`src/rtl/pipe_stage_reg.sv`:
```
// rtl/pipe_stage_reg.sv - valid/ready pipeline stage with optional skid buffer, flush and error tag
module pipe_stage_reg #(
  parameter int DATA_W = 16,
  parameter int SKID   = 1
) (
  input  logic              clk,
  input  logic              rst,
  input  logic              in_valid,
  output logic              in_ready,
  input  logic [DATA_W-1:0] in_data,
  input  logic              in_err,
  input  logic              flush,
  output logic              out_valid,
  input  logic              out_ready,
  output logic [DATA_W-1:0] out_data,
  output logic              out_err,
  output logic [1:0]        occupancy
);

  // Main register: always drives the downstream side in both modes.
  logic              main_valid_q, main_valid_d;
  logic [DATA_W-1:0] main_data_q,  main_data_d;
  logic              main_err_q,   main_err_d;
  logic [1:0]        occ_q,        occ_d;

  logic accept;
  logic deliver;

  assign accept  = in_valid && in_ready;
  assign deliver = main_valid_q && out_ready;

  assign out_valid = main_valid_q;
  assign out_data  = main_data_q;
  assign out_err   = main_valid_q && main_err_q;
  assign occupancy = occ_q;

  // Main register and occupancy update; reset clears payload as well as valid.
  always_ff @(posedge clk) begin
    if (rst) begin
      main_valid_q <= 1'b0;
      main_data_q  <= '0;
      main_err_q   <= 1'b0;
      occ_q        <= 2'd0;
    end else begin
      main_valid_q <= main_valid_d;
      main_data_q  <= main_data_d;
      main_err_q   <= main_err_d;
      occ_q        <= occ_d;
    end
  end

  if (SKID != 0) begin : g_skid

    logic              skid_valid_q, skid_valid_d;
    logic [DATA_W-1:0] skid_data_q,  skid_data_d;
    logic              skid_err_q,   skid_err_d;
    logic              in_ready_q;

    // in_ready comes straight from a flop so upstream sees no combinational path.
    assign in_ready = in_ready_q;

    // Next state: flush wins, then delivery (with skid-to-main move), then plain accept.
    always_comb begin
      main_valid_d = main_valid_q;
      main_data_d  = main_data_q;
      main_err_d   = main_err_q;
      skid_valid_d = skid_valid_q;
      skid_data_d  = skid_data_q;
      skid_err_d   = skid_err_q;

      if (flush) begin
        main_valid_d = 1'b0;
        skid_valid_d = 1'b0;
      end else if (deliver) begin
        if (skid_valid_q) begin
          // in_ready was low, so nothing can be accepted in this cycle.
          main_valid_d = 1'b1;
          main_data_d  = skid_data_q;
          main_err_d   = skid_err_q;
          skid_valid_d = 1'b0;
        end else if (accept) begin
          main_valid_d = 1'b1;
          main_data_d  = in_data;
          main_err_d   = in_err;
        end else begin
          main_valid_d = 1'b0;
        end
      end else if (accept) begin
        if (!main_valid_q) begin
          main_valid_d = 1'b1;
          main_data_d  = in_data;
          main_err_d   = in_err;
        end else begin
          skid_valid_d = 1'b1;
          skid_data_d  = in_data;
          skid_err_d   = in_err;
        end
      end

      occ_d = {1'b0, main_valid_d} + {1'b0, skid_valid_d};
    end

    // Skid register plus the registered ready flag, which tracks an empty skid slot.
    always_ff @(posedge clk) begin
      if (rst) begin
        skid_valid_q <= 1'b0;
        skid_data_q  <= '0;
        skid_err_q   <= 1'b0;
        in_ready_q   <= 1'b1;
      end else begin
        skid_valid_q <= skid_valid_d;
        skid_data_q  <= skid_data_d;
        skid_err_q   <= skid_err_d;
        in_ready_q   <= !skid_valid_d;
      end
    end

  end else begin : g_single

    // Ready whenever the single slot is free or is being drained this cycle.
    assign in_ready = !main_valid_q || out_ready;

    // Next state for the single register: flush, then accept, then drain.
    always_comb begin
      main_valid_d = main_valid_q;
      main_data_d  = main_data_q;
      main_err_d   = main_err_q;

      if (flush) begin
        main_valid_d = 1'b0;
      end else if (accept) begin
        main_valid_d = 1'b1;
        main_data_d  = in_data;
        main_err_d   = in_err;
      end else if (deliver) begin
        main_valid_d = 1'b0;
      end

      occ_d = {1'b0, main_valid_d};
    end

  end

endmodule

```
`config.mk`:
```
export PLATFORM = sky130hd
export DESIGN_NAME = pipe_stage_reg
export DESIGN_NICKNAME = d
export VERILOG_FILES = /design/src/rtl/pipe_stage_reg.sv
export SDC_FILE = /design/constraint.sdc
export NUM_CORES = 1
export LEC_CHECK = 0
export BUFFER_PORTS_ARGS = -buffer_cell sky130_fd_sc_hd__buf_2
export CORE_MARGIN = 2
export CORE_UTILIZATION = 50
export DETAILED_ROUTE_END_ITERATION = 10
export HOLD_SLACK_MARGIN = 0.02
export PLACE_DENSITY = 0.75
export SYNTH_ARGS = -nofsm -noshare
export SYNTH_HDL_FRONTEND = slang
export SYNTH_SLANG_ARGS = --single-unit
```
`constraint.sdc`:
```
create_clock -name clk -period 3.3 [get_ports clk]
set_clock_uncertainty 0.15 [all_clocks]
set_input_delay 0.165 -clock clk [delete_from_list [all_inputs] [get_ports clk]]
set_output_delay 0.165 -clock clk [all_outputs]
set_load 0.05 [all_outputs]
```
==> out/summary.log <==
[detailed_routing] post-route antenna net violation count 0
[pwr] portion of total power attributed to combinational logic 0.186
[synthesis] number of distinct library cell variants in the gate-level netlist after synthesis 27
[detailed_routing] Pre-antenna DRT Iters 4
[clock_tree] number of sinks driven by the clock tree 39
[sta] final hold violations 0
[global_routing] initial antenna violation count 0
[sta] slew margin rel. 0.243
[global_routing] global-route wire length before repair 7080 um
[pwr] internal portion of total power 0.673 mW
[final_layout] number of fillers in the final layout 310
[clock_tree] CTS clock-pin slew for the worst setup and hold paths 0.11 ns
[critical_path] Setup CP Type reg2reg
[critical_path] data arrival time of the critical path 2.29 ns
[global_routing] Total Routing Usage GR 0.226
[sta] Setup WS post-layout 1.08 ns
[sta] final period demand of the worst path 2.22 ns
[sta] post-route clock period utilization 0.673
[sta] Total Neg Setup Slack 0 ns
[final_layout] area delta synth->final 22.5%
[critical_path] Critical Path RT 3.37 ns
[critical_path] type of element launching the critical path flop
[pwr] net load switching power 0.287 mW
[final_layout] leading cell type in the layout, fill and taps excluded sky130_fd_sc_hd__buf_2
[final_layout] commonest non-fill, non-tap cells in the layout sky130_fd_sc_hd__buf_2, sky130_fd_sc_hd__dfxtp_1
[detailed_routing] final WL 4270 um
[placement] DP HPWL 2450 um
[final_layout] number of nets in the layout 253
[critical_path] Crit path largest cell delay 0.84 ns
[flow_run] max-capacitance violation count 0
[critical_path] type of destination of the critical path flop
[detailed_routing] Routed wire per std cell 15.4 um
[floorplan] chip height 63.3 um
[sta] unrepaired setup endpoints after global routing no
[final_layout] Multi-input gate area 837 sq um
[final_layout] final std cells w/o fill 277
[synthesis] cell count after synthesis 183
[pwr] Seq pwr share 0.520
[final_layout] Reg area 781 sq um
[sta] highest clock rate 450 MHz
[pwr] net switching fraction of the power 0.299
[detailed_routing] Vias 1606
[synthesis] synthesized net count 206
[pwr] static leakage power 0.943 nW
[floorplan] die extent in x 63.3 um
[critical_path] worst-case register-to-register setup slack 1.08 ns
[global_routing] vias in the first global route 1482
[pwr] VDD IR max 0.000193 V
[detailed_routing] DRC violations left 0
[clock_tree] root buf cell sky130_fd_sc_hd__clkbuf_4
[final_layout] Post-Route Utilization 0.640
[global_routing] Remaining Overflow, GRT 0
[clock_tree] clock tree from TritonCTS yes
[placement] placed instance count 251
[global_routing] maximum number of pins on one net before global-route repair 40
[critical_path] chain of cells forming the critical path nand3_1, mux2i_1, a211oi_2
[clock_tree] clock buffers created by TritonCTS 5
[synthesis] average cell area after synthesis 9.61 sq um
[clock_tree] clock latency on the worst-skew pair 0.35 ns
[floorplan] overall die area 4010 sq um
[pwr] share of total power in the clock network 0.294
[placement] buffers added on ports 42
[floorplan] Initial Util 0.523
[sta] Least-Margin Pin Slew 1.13 ns
[pwr] Pwr per Cell Area 446 nW/um^2
[detailed_routing] vias per inst 5.80
[sta] Final Max Tran Viols 0
[hold_path] type of the tightest min-delay check in2reg
[final_layout] proportion of layout cells with a drive suffix above 1 0.268
[critical_path] critical-path cell with the highest stage delay sky130_fd_sc_hd__nand3_1
[placement] final weighted congestion in routability-driven placement 0.727
[floorplan] total number of placement rows 21
[clock_tree] number of levels in the clock H-tree 2
[run_status] run status finished, final reports clean
[synthesis] mapped cell area 1760 sq um
[placement] worst slack at placement 1.11 ns
[clock_tree] # Post-CTS Setup Buffers 0
[clock_tree] clock tree buffer depth 2
[final_layout] ant diodes 0
[sta] final setup violation count 0
[synthesis] register bit count reported by yosys 39
[critical_path] maximum net fanout on the critical path 17
[floorplan] placeable core region 3360 sq um
[synthesis] portion of the post-synthesis area used by sequential elements 0.444
[synthesis] Ys Warns 0
[floorplan] ports placed on the boundary 43
[detailed_routing] initial DRC count 69
logic make-up after synthesis:
group	synth area share
AO/OA/AOI/OAI	0.282
multiplexers	0.0968
adder cells (fa/ha/maj)	0.00712
AND/OR/NAND/NOR	0.0904
flip-flops	0.444
buffers and inverters	0.0797
per-layer routing:
layer,vias up,part of all wire,GRT usage
met3,7,0.052,0.0500
met4,0,0.015,0.0897
met2,46,0.49,0.387
li1,781,-,-
met1,772,0.44,0.274
met5,-,0,0
synthesized netlist by cell type (all sizes together):
master   n  area (sq um)
o21ai   18          90.1
ha       1          12.5
a21oi   18          90.1
buf      9          83.8
a211o    1          8.76
dfxtp   39           781
clkinv   1          3.75
nor2     1          3.75
and3     1          11.3
nand3   18          90.1
nor2b    2          12.5
inv      2          7.51
a211oi  18           185
mux2i   17           170
nand2b   1          6.26
nand2    1          3.75
nand4b   1          8.76
clkbuf  12          45.0
and4b    1          10.0
a22o     1          8.76
or2      1          6.26
a31oi   18           113
and2     1          6.26
final timing paths:
check             cells after the start                           startpoint                             endpoint
hold reg to reg                       2  g_skid.skid_data_q[15]$_SDFFE_PP0P_  g_skid.skid_data_q[15]$_SDFFE_PP0P_
setup reg to reg                      3                 out_valid$_SDFF_PP0_             out_data[9]$_SDFFE_PP0P_
hold / removal                        3                            out_ready       g_skid.skid_valid_q$_SDFF_PP0_
setup / recovery                      3                 out_valid$_SDFF_PP0_             out_data[9]$_SDFFE_PP0P_
per-stage QoR:
stage / instance area (sq um) / total power, mW / hold WS [ns]
finish: 2150 / 0.960 / 0.0384
global route: 2150 / 0.997 / 0.0552
CTS: 2150 / 0.959 / 0.0291
detailed placement: 1900 / 0.669 / 0.285
global placement: 1900 / 0.669 / 0.282
floorplan: 1760 / 0.632 / 0.163
flip-flops by register name (all words and copies together) (netlist names):
register,flops
g_skid.skid_data_q,16
out_data,16
occupancy,2
g_skid.skid_err_q,1
g_skid.skid_valid_q,1
in_ready,1
main_err_q,1
out_valid,1
power groups by stage:
| stage | registers [mW] | logic [mW] | clock network [mW] |
|---|---|---|---|
| floorplan | 0.560 | 0.0724 | 0 |
| global placement | 0.510 | 0.159 | 0 |
| detailed placement | 0.510 | 0.160 | 0 |
| CTS | 0.499 | 0.177 | 0.283 |
| global route | 0.501 | 0.190 | 0.305 |
| finish | 0.499 | 0.178 | 0.283 |
repair_timing:
item                                   CTS  global route
resized for setup                        0             0
endpoints found under the hold margin   21             0
hold buffers                            18             0
cell type report:
| class | instances | share of cell area |
|---|---|---|
| multi-input combinational | 120 | 0.389 |
| sequential | 39 | 0.363 |
| timing repair buffer | 61 | 0.185 |
| clock buffer | 8 | 0.0320 |
| tap | 46 | 0.0267 |
| inverter | 3 | 0.00523 |
worst max-delay path, delay by kind of cell, from the launching register on:
kind / cells / cell delay, ns
compound gates: 1 / 0.11
flops: 1 / 0.48
mux: 1 / 0.50
simple gates: 1 / 0.84
No activity file was read; power rests on OpenSTA's default activity.
